[config.mk]
export PLATFORM = sky130hd
export DESIGN_NAME = i2s_tx_engine
export DESIGN_NICKNAME = d
export VERILOG_FILES = /design/src/rtl/i2s_tx_pkg.sv /design/src/rtl/i2s_tx_engine_sck_gen.sv /design/src/rtl/i2s_tx_engine.sv
export SDC_FILE = /design/constraint.sdc
export NUM_CORES = 1
export LEC_CHECK = 0
export BUFFER_PORTS_ARGS = -buffer_cell sky130_fd_sc_hd__buf_2
export CORE_MARGIN = 3
export CORE_UTILIZATION = 35
export CTS_CLUSTER_DIAMETER = 200
export DETAILED_ROUTE_END_ITERATION = 16
export PLACE_DENSITY = 0.67
export SLEW_MARGIN = 30
export SYNTH_ARGS = -nofsm -noshare
export SYNTH_HDL_FRONTEND = slang
export SYNTH_SLANG_ARGS = --single-unit
[constraint.sdc]
create_clock -name clk -period 2.3 [get_ports clk]
set_input_delay 0.23 -clock clk [delete_from_list [all_inputs] [get_ports clk]]
set_output_delay 0.23 -clock clk [all_outputs]
set_load 0.01 [all_outputs]
[src/rtl/i2s_tx_pkg.sv]
// Shared types and sizing for the I2S transmit engine.
// Holds the FSM state encoding and the default frame geometry.
// Optional feature macro used by the engine: I2S_TX_UNDERRUN_HOLD_EN.
package i2s_tx_pkg;

  typedef enum logic [1:0] {
    ST_IDLE  = 2'd0,
    ST_RUN   = 2'd1,
    ST_DRAIN = 2'd2
  } state_e;

  localparam int SAMPLE_W_DEF = 16;
  localparam int FRAME_W      = 2 * SAMPLE_W_DEF;
  localparam int BCNT_W       = $clog2(FRAME_W);

endpackage

[src/rtl/i2s_tx_engine_sck_gen.sv]
// SCK generator: half-period of clk_div+1 clk cycles, with rise/fall event strobes.
// Latency: first toggle clk_div+1 cycles after run rises; events are combinational.
// No backpressure; run=0 holds sck low and the divider at zero.
module i2s_sck_gen
  import i2s_tx_pkg::*;
#(
  parameter int DIV_W = 8
) (
  input  logic             clk,
  input  logic             rst_n,
  input  logic [DIV_W-1:0] clk_div,
  input  logic             run,
  output logic             sck,
  output logic             rise_evt,
  output logic             fall_evt
);

  logic [DIV_W-1:0] div_cnt_q, div_cnt_d;
  logic [DIV_W-1:0] div_lim_q, div_lim_d;
  logic             sck_q, sck_d;
  logic             tc;

  assign tc       = run && (div_cnt_q == div_lim_q);
  assign rise_evt = tc && !sck_q;
  assign fall_evt = tc && sck_q;
  assign sck      = sck_q;

  // Count up to the captured limit; the limit is only refreshed while stopped or at terminal count
  always_comb begin
    div_cnt_d = div_cnt_q + DIV_W'(1);
    div_lim_d = div_lim_q;
    sck_d     = sck_q;
    if (!run) begin
      div_cnt_d = '0;
      div_lim_d = clk_div;
      sck_d     = 1'b0;
    end else if (tc) begin
      div_cnt_d = '0;
      div_lim_d = clk_div;
      sck_d     = ~sck_q;
    end
  end

  // Divider state registers
  always_ff @(posedge clk or negedge rst_n) begin
    if (!rst_n) begin
      div_cnt_q <= '0;
      div_lim_q <= '0;
      sck_q     <= 1'b0;
    end else begin
      div_cnt_q <= div_cnt_d;
      div_lim_q <= div_lim_d;
      sck_q     <= sck_d;
    end
  end

endmodule

[src/rtl/i2s_tx_engine.sv]
// Master-mode Philips I2S transmitter: pops one {left,right} word per frame, MSB first.
// Latency: first pop on the first SCK fall after enable; outputs change only on SCK falls.
// No backpressure on the serial side; an empty FIFO at frame load sends a filler frame and pulses underrun.
// Define I2S_TX_UNDERRUN_HOLD_EN to repeat the last popped word on underrun instead of zeros.
module i2s_tx_engine
  import i2s_tx_pkg::*;
#(
  parameter int SAMPLE_W = SAMPLE_W_DEF,
  parameter int DIV_W    = 8
) (
  input  logic                  clk,
  input  logic                  rst_n,
  input  logic                  enable,
  input  logic [DIV_W-1:0]      clk_div,
  input  logic [2*SAMPLE_W-1:0] fifo_data,
  input  logic                  fifo_valid,
  output logic                  fifo_ack,
  output logic                  i2s_sck,
  output logic                  i2s_ws,
  output logic                  i2s_sd,
  output logic                  underrun,
  output logic                  busy
);

  localparam int FRM_W = 2 * SAMPLE_W;
  localparam int BC_W  = $clog2(FRM_W);
  localparam logic [BC_W-1:0] BC_LAST = BC_W'(FRM_W - 1);
  localparam logic [BC_W-1:0] WS_LO   = BC_W'(SAMPLE_W - 1);
  localparam logic [BC_W-1:0] WS_HI   = BC_W'(FRM_W - 2);

  state_e             state_q, state_d;
  logic [BC_W-1:0]    bit_q, bit_d, bit_nxt;
  logic [FRM_W-1:0]   shift_q, shift_d;
  logic               ws_q, ws_d;
  logic               sd_q, sd_d;
  logic               ack_q, ack_d;
  logic               und_q, und_d;
  logic               fall_evt;
`ifdef I2S_TX_UNDERRUN_HOLD_EN
  logic [FRM_W-1:0]   last_q, last_d;
`endif

  i2s_sck_gen #(
    .DIV_W (DIV_W)
  ) u_sck_gen (
    .clk      (clk),
    .rst_n    (rst_n),
    .clk_div  (clk_div),
    .run      (state_q != ST_IDLE),
    .sck      (i2s_sck),
    .rise_evt (),
    .fall_evt (fall_evt)
  );

  assign fifo_ack = ack_q;
  assign underrun = und_q;
  assign i2s_ws   = ws_q;
  assign i2s_sd   = sd_q;
  assign busy     = (state_q != ST_IDLE);

  // Run/drain control plus per-SCK-fall bit sequencing, frame load and serial output
  always_comb begin
    state_d = state_q;
    bit_d   = bit_q;
    shift_d = shift_q;
    ws_d    = ws_q;
    sd_d    = sd_q;
    ack_d   = 1'b0;
    und_d   = 1'b0;
`ifdef I2S_TX_UNDERRUN_HOLD_EN
    last_d  = last_q;
`endif
    bit_nxt = (bit_q == BC_LAST) ? '0 : bit_q + BC_W'(1);

    case (state_q)
      ST_IDLE:  if (enable)  state_d = ST_RUN;
      ST_RUN:   if (!enable) state_d = ST_DRAIN;
      ST_DRAIN: if (enable)  state_d = ST_RUN;
      default:  state_d = ST_IDLE;
    endcase

    if ((state_q != ST_IDLE) && fall_evt) begin
      if ((state_q == ST_DRAIN) && !enable && (bit_q == BC_LAST)) begin
        // Frame finished while stopping: park the line, no pop
        state_d = ST_IDLE;
        bit_d   = BC_LAST;
        ws_d    = 1'b1;
        sd_d    = 1'b0;
      end else begin
        bit_d = bit_nxt;
        ws_d  = (bit_nxt >= WS_LO) && (bit_nxt <= WS_HI);
        if (bit_nxt == '0) begin
          if (fifo_valid) begin
            shift_d = fifo_data;
            ack_d   = 1'b1;
`ifdef I2S_TX_UNDERRUN_HOLD_EN
            last_d  = fifo_data;
`endif
          end else begin
            und_d = 1'b1;
`ifdef I2S_TX_UNDERRUN_HOLD_EN
            shift_d = last_q;
`else
            shift_d = '0;
`endif
          end
        end else begin
          shift_d = shift_q << 1;
        end
        sd_d = shift_d[FRM_W-1];
      end
    end
  end

  // FSM and datapath registers
  always_ff @(posedge clk or negedge rst_n) begin
    if (!rst_n) begin
      state_q <= ST_IDLE;
      bit_q   <= BC_LAST;
      shift_q <= '0;
      ws_q    <= 1'b1;
      sd_q    <= 1'b0;
      ack_q   <= 1'b0;
      und_q   <= 1'b0;
`ifdef I2S_TX_UNDERRUN_HOLD_EN
      last_q  <= '0;
`endif
    end else begin
      state_q <= state_d;
      bit_q   <= bit_d;
      shift_q <= shift_d;
      ws_q    <= ws_d;
      sd_q    <= sd_d;
      ack_q   <= ack_d;
      und_q   <= und_d;
`ifdef I2S_TX_UNDERRUN_HOLD_EN
      last_q  <= last_d;
`endif
    end
  end

endmodule

## Yosys cells after proc, flatten, opt, wreduce, memory -nomap -nowiden

Index checks and enable logic that the tools add are counted.

| word-level totals | value |
|---|---|
| register bits | 59 |
| latch bits | 0 |
| bits in writable memories | 0 |
| bits in read-only memories | 0 |
| output and inout bits | 6 |
| memories kept | 0 |

| cells by class | value |
|---|---|
| add/sub/neg operators | 2 |
| $mul | 0 |
| div/mod/pow operators | 0 |
| $lt $le $gt $ge | 2 |
| equality and inequality tests | 5 |
| shift operators | 0 |
| multiplexer cells | 25 |
| bitwise logic cells | 2 |
| reductions and logical operators | 12 |

Operators with widths:

| kind | count |
|---|---|
| two-way mux 32 bit | 2 |
| two-way mux 8 bit | 4 |
| two-way mux 1 bit | 12 |
| two-way mux 5 bit | 2 |
| adder 8 x 1 -> 8 bit (second input constant) | 1 |
| == test 8 bit | 1 |
| two-way mux 2 bit | 4 |
| logical AND 1 bit | 6 |
| adder 5 x 1 -> 5 bit (second input constant) | 1 |
| == test 5 bit (second input constant) | 1 |
| >= comparator 5 x 4 -> 1 bit (second input constant) | 1 |
| <= comparator 5 bit (second input constant) | 1 |
| logical NOT 5 bit | 1 |
| case mux 2 bit (2 select lines) | 1 |
| == test 2 x 1 -> 1 bit (second input constant) | 1 |
| == test 2 bit (second input constant) | 1 |
| logical NOT 2 bit | 1 |
| != test 2 bit (second input constant) | 1 |
| inverter 1 bit | 2 |
| AND reduction 2 bit | 1 |
| nonzero test 2 bit | 1 |
| OR reduction 2 bit | 1 |
| logical NOT 1 bit | 1 |

## Logic depth before layout (Yosys ltp)

| logic depth | value |
|---|---|
| depth in word-level cells | 6 |
| depth in mapped cells | 10 |

## Modules after synthesis

A second synthesis with hierarchy kept.

| unflattened totals | value |
|---|---|
| cells, all modules | 302 |
| area, all modules | 3005.4 um^2 |

Modules (own cells, without submodules):

| module | times used | cells an instance | area each (um^2) | sequential area each (um^2) |
|---|---|---|---|---|
| i2s_tx_engine | 1 | 236 | 2174.6 | 1058.5 |
| i2s_sck_gen | 1 | 66 | 830.8 | 425.4 |

## Worst setup path before layout

No wires, ideal clock.

| timing | value |
|---|---|
| path type | register to register |
| from | register bit_q[0] |
| to | register sd_q, in the netlist i2s_sd |
| setup time | 0.121 ns |
| arrival | 2.205 ns |
| path slack | -0.026 ns |
| stages on the path, launching flop included | 11 |
| path buffers | 2 |
| cells stage by stage | dfstp_2 ha_1 and3_1 ha_1 buf_2 nor2_1 mux2_4 nor3_4 buf_4 mux2i_1 a22o_1 |

| on the way | value |
|---|---|
| longest elaborated chain between the ends | 5 |
| elaborated cells on any way between the ends | 7 |

RTL lines:

| what | RTL line | RTL |
|---|---|---|
| start, declared | i2s_tx_engine.sv:32 | `logic [BC_W-1:0] bit_q, bit_d, bit_nxt;` |
| start signal, assigned | i2s_tx_engine.sv:130 | `bit_q <= bit_d;` |
| adder 5 x 1 -> 5 bit or == test 5 bit (tied branches) | i2s_tx_engine.sv:73, i2s_tx_engine.sv:83 |  |
| two-way mux 5 bit | i2s_tx_engine.sv:73 | `bit_nxt = (bit_q == BC_LAST) ? '0 : bit_q + BC_W'(1);` |
| logical NOT 5 bit | i2s_tx_engine.sv:92 | `if (bit_nxt == '0) begin` |
| two-way mux 32 bit | i2s_tx_engine.sv:92 |  |
| two-way mux 1 bit (*) | i2s_tx_engine.sv:83 | `if ((state_q == ST_DRAIN) && !enable && (bit_q == BC_LAST)) begin` |
| end signal, assigned | i2s_tx_engine.sv:122 | `sd_q <= 1'b0;` |
| end signal, assigned | i2s_tx_engine.sv:133 | `sd_q <= sd_d;` |
| end, declared | i2s_tx_engine.sv:35 | `logic sd_q, sd_d;` |

Mark *: on every way between the ends. The rest lies on a longest branch, timed or not.
A chain may end at the register's enable or synchronous reset.

## Worst setup path after layout

Same ends and word-level chain as after synthesis.

==> reports/metrics.yaml <==
finalCritPeriodShare_pct: 97.97
clk_latency_ps: 330
fmax_mhz: 443.8
reg2reg_setup_slack_ps: 50
drc: 0
ys_seq_elements: 59
layout_common_cells: "dfrtp_1 (53), nor2_1 (50), buf_2 (50), nand3_1 (33)"
fin_skew_ps: 12.06
finalNetCount: 405
cts.clk_slew.worst_paths_ps: 70
synth_top_family_by_area: "simple AND/OR/NAND/NOR gates"
drv_cap: 0
avgViaCountPerCell: 5.071
min_period_ps: 2253
drv_slew: 0
wl_met3_um: 189
wl_per_cell_um: 13.63
syn_to_final_growth_pct: 26.73
cts_buffer_depth: 2
portBuffers: 49
worstPathMaxFanout: 6
first_global_vias: 2375
wl_met1_mm: 2.927
synthMuxAreaShare_pct: 5.104
cp.required_ps: 2570
setup-tns-final_ps: 0
syn-num-nets: 344
gp_congestion: 0.7101
hold_path_end: "u_sck_gen.div_lim_q[3]$_DFFE_PN0P_"
synth-simple-area-share_pct: 24.57
p_leak_nw: 1.647
die_area_um2: 9392
grt_max_degree: 66
r2r-end: "i2s_sd$_DFFE_PN0P_"
dp_cells: 440
async_flop_share_pct: 100.0
netlist_area_um2: 2893
ff2ff_path_depth: 10
cts_buffers: 9
ys_seq_area_share_pct: 51.30
dr.pass1.iters: 4
vias: 2358
grt_first_pass_wirelength_mm: 10.75
die_h_um: 96.91
drtAntennaViolNets: 0
final_common_cell: "dfrtp_1"
drtIter0Drc: 118
synthCells: 297
cp-start-kind: "flop"
yosys_warnings: 0
synth-xor-area-share_pct: 5.147
routed_wl_mm: 6.340
rsz0062_at_grt: "true"
cts-root-buf: "clkbuf_8"
cts_tree: "done"
worstHoldStart: "clk_div[3]"
crit_type: "flop to flop"
ir_drop_mv: 0.2733
yosysUniqueCellTypes: 32
max_slew_margin_pct: 60.91
ios: 50
detailed_place_hpwl_mm: 4.280
finalNonFillerCells: 465
start_util_pct: 36.68
hold_viol_final: 0
synthAdderAreaFrac_pct: 1.298
end_kind: "flop"
holdPathStages: 2
avgSynthCellArea_um2: 9.740
p_per_area_nw_per_um2: 708.0
synth-edff-count: 0
met2_length_mm: 3.111
drive_above_1_share_pct: 29.75
antennaDiodeCount: 0
rows: 32
synth_ff_type: "dfrtp_1"
outcome: "finished clean"
core_um2: 7888
gr-total-overflow: 0
hold_path_class: "input port to flop"
synth_compound_gate_area_share_pct: 8.953
r2r-start: "bit_q[0]$_DFFE_PN1P_"
tightest_slew_ps: 586.4
setup_viol: 0
grt_use_total_pct: 13.81
cp.arrival_ps: 2520
clkSinkCount: 59
antenna_found_initial: 0
routed.top_layer: "met4"
fp.dieW_um: 96.91
h-tree-depth: 3
hold-worst-slack_ps: 126.5
==> registers in the layout (all words and copies together) (netlist names), 2 cells and up <==
| name | cells |
|---|---|
| u_sck_gen.div_lim_q | 8 |
| u_sck_gen.div_cnt_q | 8 |
| shift_q | 31 |
| bit_q | 5 |
| state_q | 2 |
==> routing by layer <==
metal,track usage (%),vias to the layer above
met5,0,-
met4,5.616,0
met3,3.172,12
met2,21.87,42
met1,18.24,1153
li1,-,1151
==> synth_stat cells, drive strengths merged, types with 2 or more instances <==
cell / n / area (um2)
nor2: 50 / 187.7
nor2b: 2 / 12.51
nand3: 34 / 170.2
nand4: 3 / 18.77
xnor2: 14 / 122.6
and3: 4 / 25.02
nand2b: 31 / 193.9
ha: 3 / 37.54
mux2i: 2 / 20.02
o21ai: 8 / 40.03
and4: 3 / 26.28
inv: 5 / 18.77
clkbuf: 12 / 45.04
buf: 8 / 41.29
mux2: 11 / 127.6
dfstp: 6 / 157.7
dfrtp: 53 / 1326
nand2: 6 / 22.52
xor2: 3 / 26.28
a31oi: 31 / 193.9
==> final cells by class <==
class                           instances  area [um2]
Multi-Input combinational cell        213        1344
Inverter                                5       18.77
Clock inverter                          4       72.57
Tap cell                              102       127.6
Sequential cell                        59        1484
Clock buffer                           12       155.1
Fill cell                             738        4222
Timing Repair Buffer                   70       464.2
==> metrics by stage <==
step	power, mW	setup WS (ps)	util (%)	instance area [um2]
2_1_floorplan	1.388	22.01	-	2922
3_3_place_gp	1.496	77.69	41.78	3296
3_5_place_dp	1.507	-23.53	41.78	3296
4_1_cts	2.599	4.160	45.38	3580
5_1_grt	2.716	-65.83	46.48	3666
6_report	2.595	46.69	46.48	3666
==> cell families after synthesis <==
family,count (synthesis)
AND/OR/NAND/NOR,138
flip-flops,59
AO/OA/AOI/OAI,42
buffers and inverters,25
XOR/XNOR,17
multiplexers,13
adder cells (fa/ha/maj),3
==> timing repair <==
item / CTS / global route
hold buffers: 1 / 0
gates resized for setup: 4 / 10
pin swaps: 1 / 7
cloned: 2 / 1
endpoints found under the setup margin: 23 / 32
setup buffers: 3 / 2
endpoints found under the hold margin: 14 / 0
==> power by group <==
group | switching [mW] | internal [mW]
clock network | 0.408 | 0.668
registers | 0.0556 | 1.10
logic | 0.169 | 0.194
total | 0.632 | 1.96
==> worst max-delay path by stage <==
stage | depth (start not counted) | endpoint | from | slack (ps)
floorplan | 10 | i2s_sd$_DFFE_PN0P_ | bit_q[0]$_DFFE_PN1P_ | 20
global route | 10 | shift_q[5]$_DFFE_PN0P_ | bit_q[0]$_DFFE_PN1P_ | -70
global placement | 9 | shift_q[22]$_DFFE_PN0P_ | bit_q[0]$_DFFE_PN1P_ | 80
finish | 10 | i2s_sd$_DFFE_PN0P_ | bit_q[0]$_DFFE_PN1P_ | 50
detailed placement | 9 | shift_q[3]$_DFFE_PN0P_ | bit_q[0]$_DFFE_PN1P_ | -20
CTS | 10 | shift_q[3]$_DFFE_PN0P_ | bit_q[0]$_DFFE_PN1P_ | 4
==> critical path, stage by stage, from the launching register on <==
cell and delay [ps]:
dfstp_2 560, ha_4 130, and3_4 190, ha_4 140
nor2_1 40, mux2_4 290, nor3_4 190, buf_6 180
buf_4 130, mux2i_2 200, a22o_1 140
Note: power is estimated with default switching activity, not from simulation.
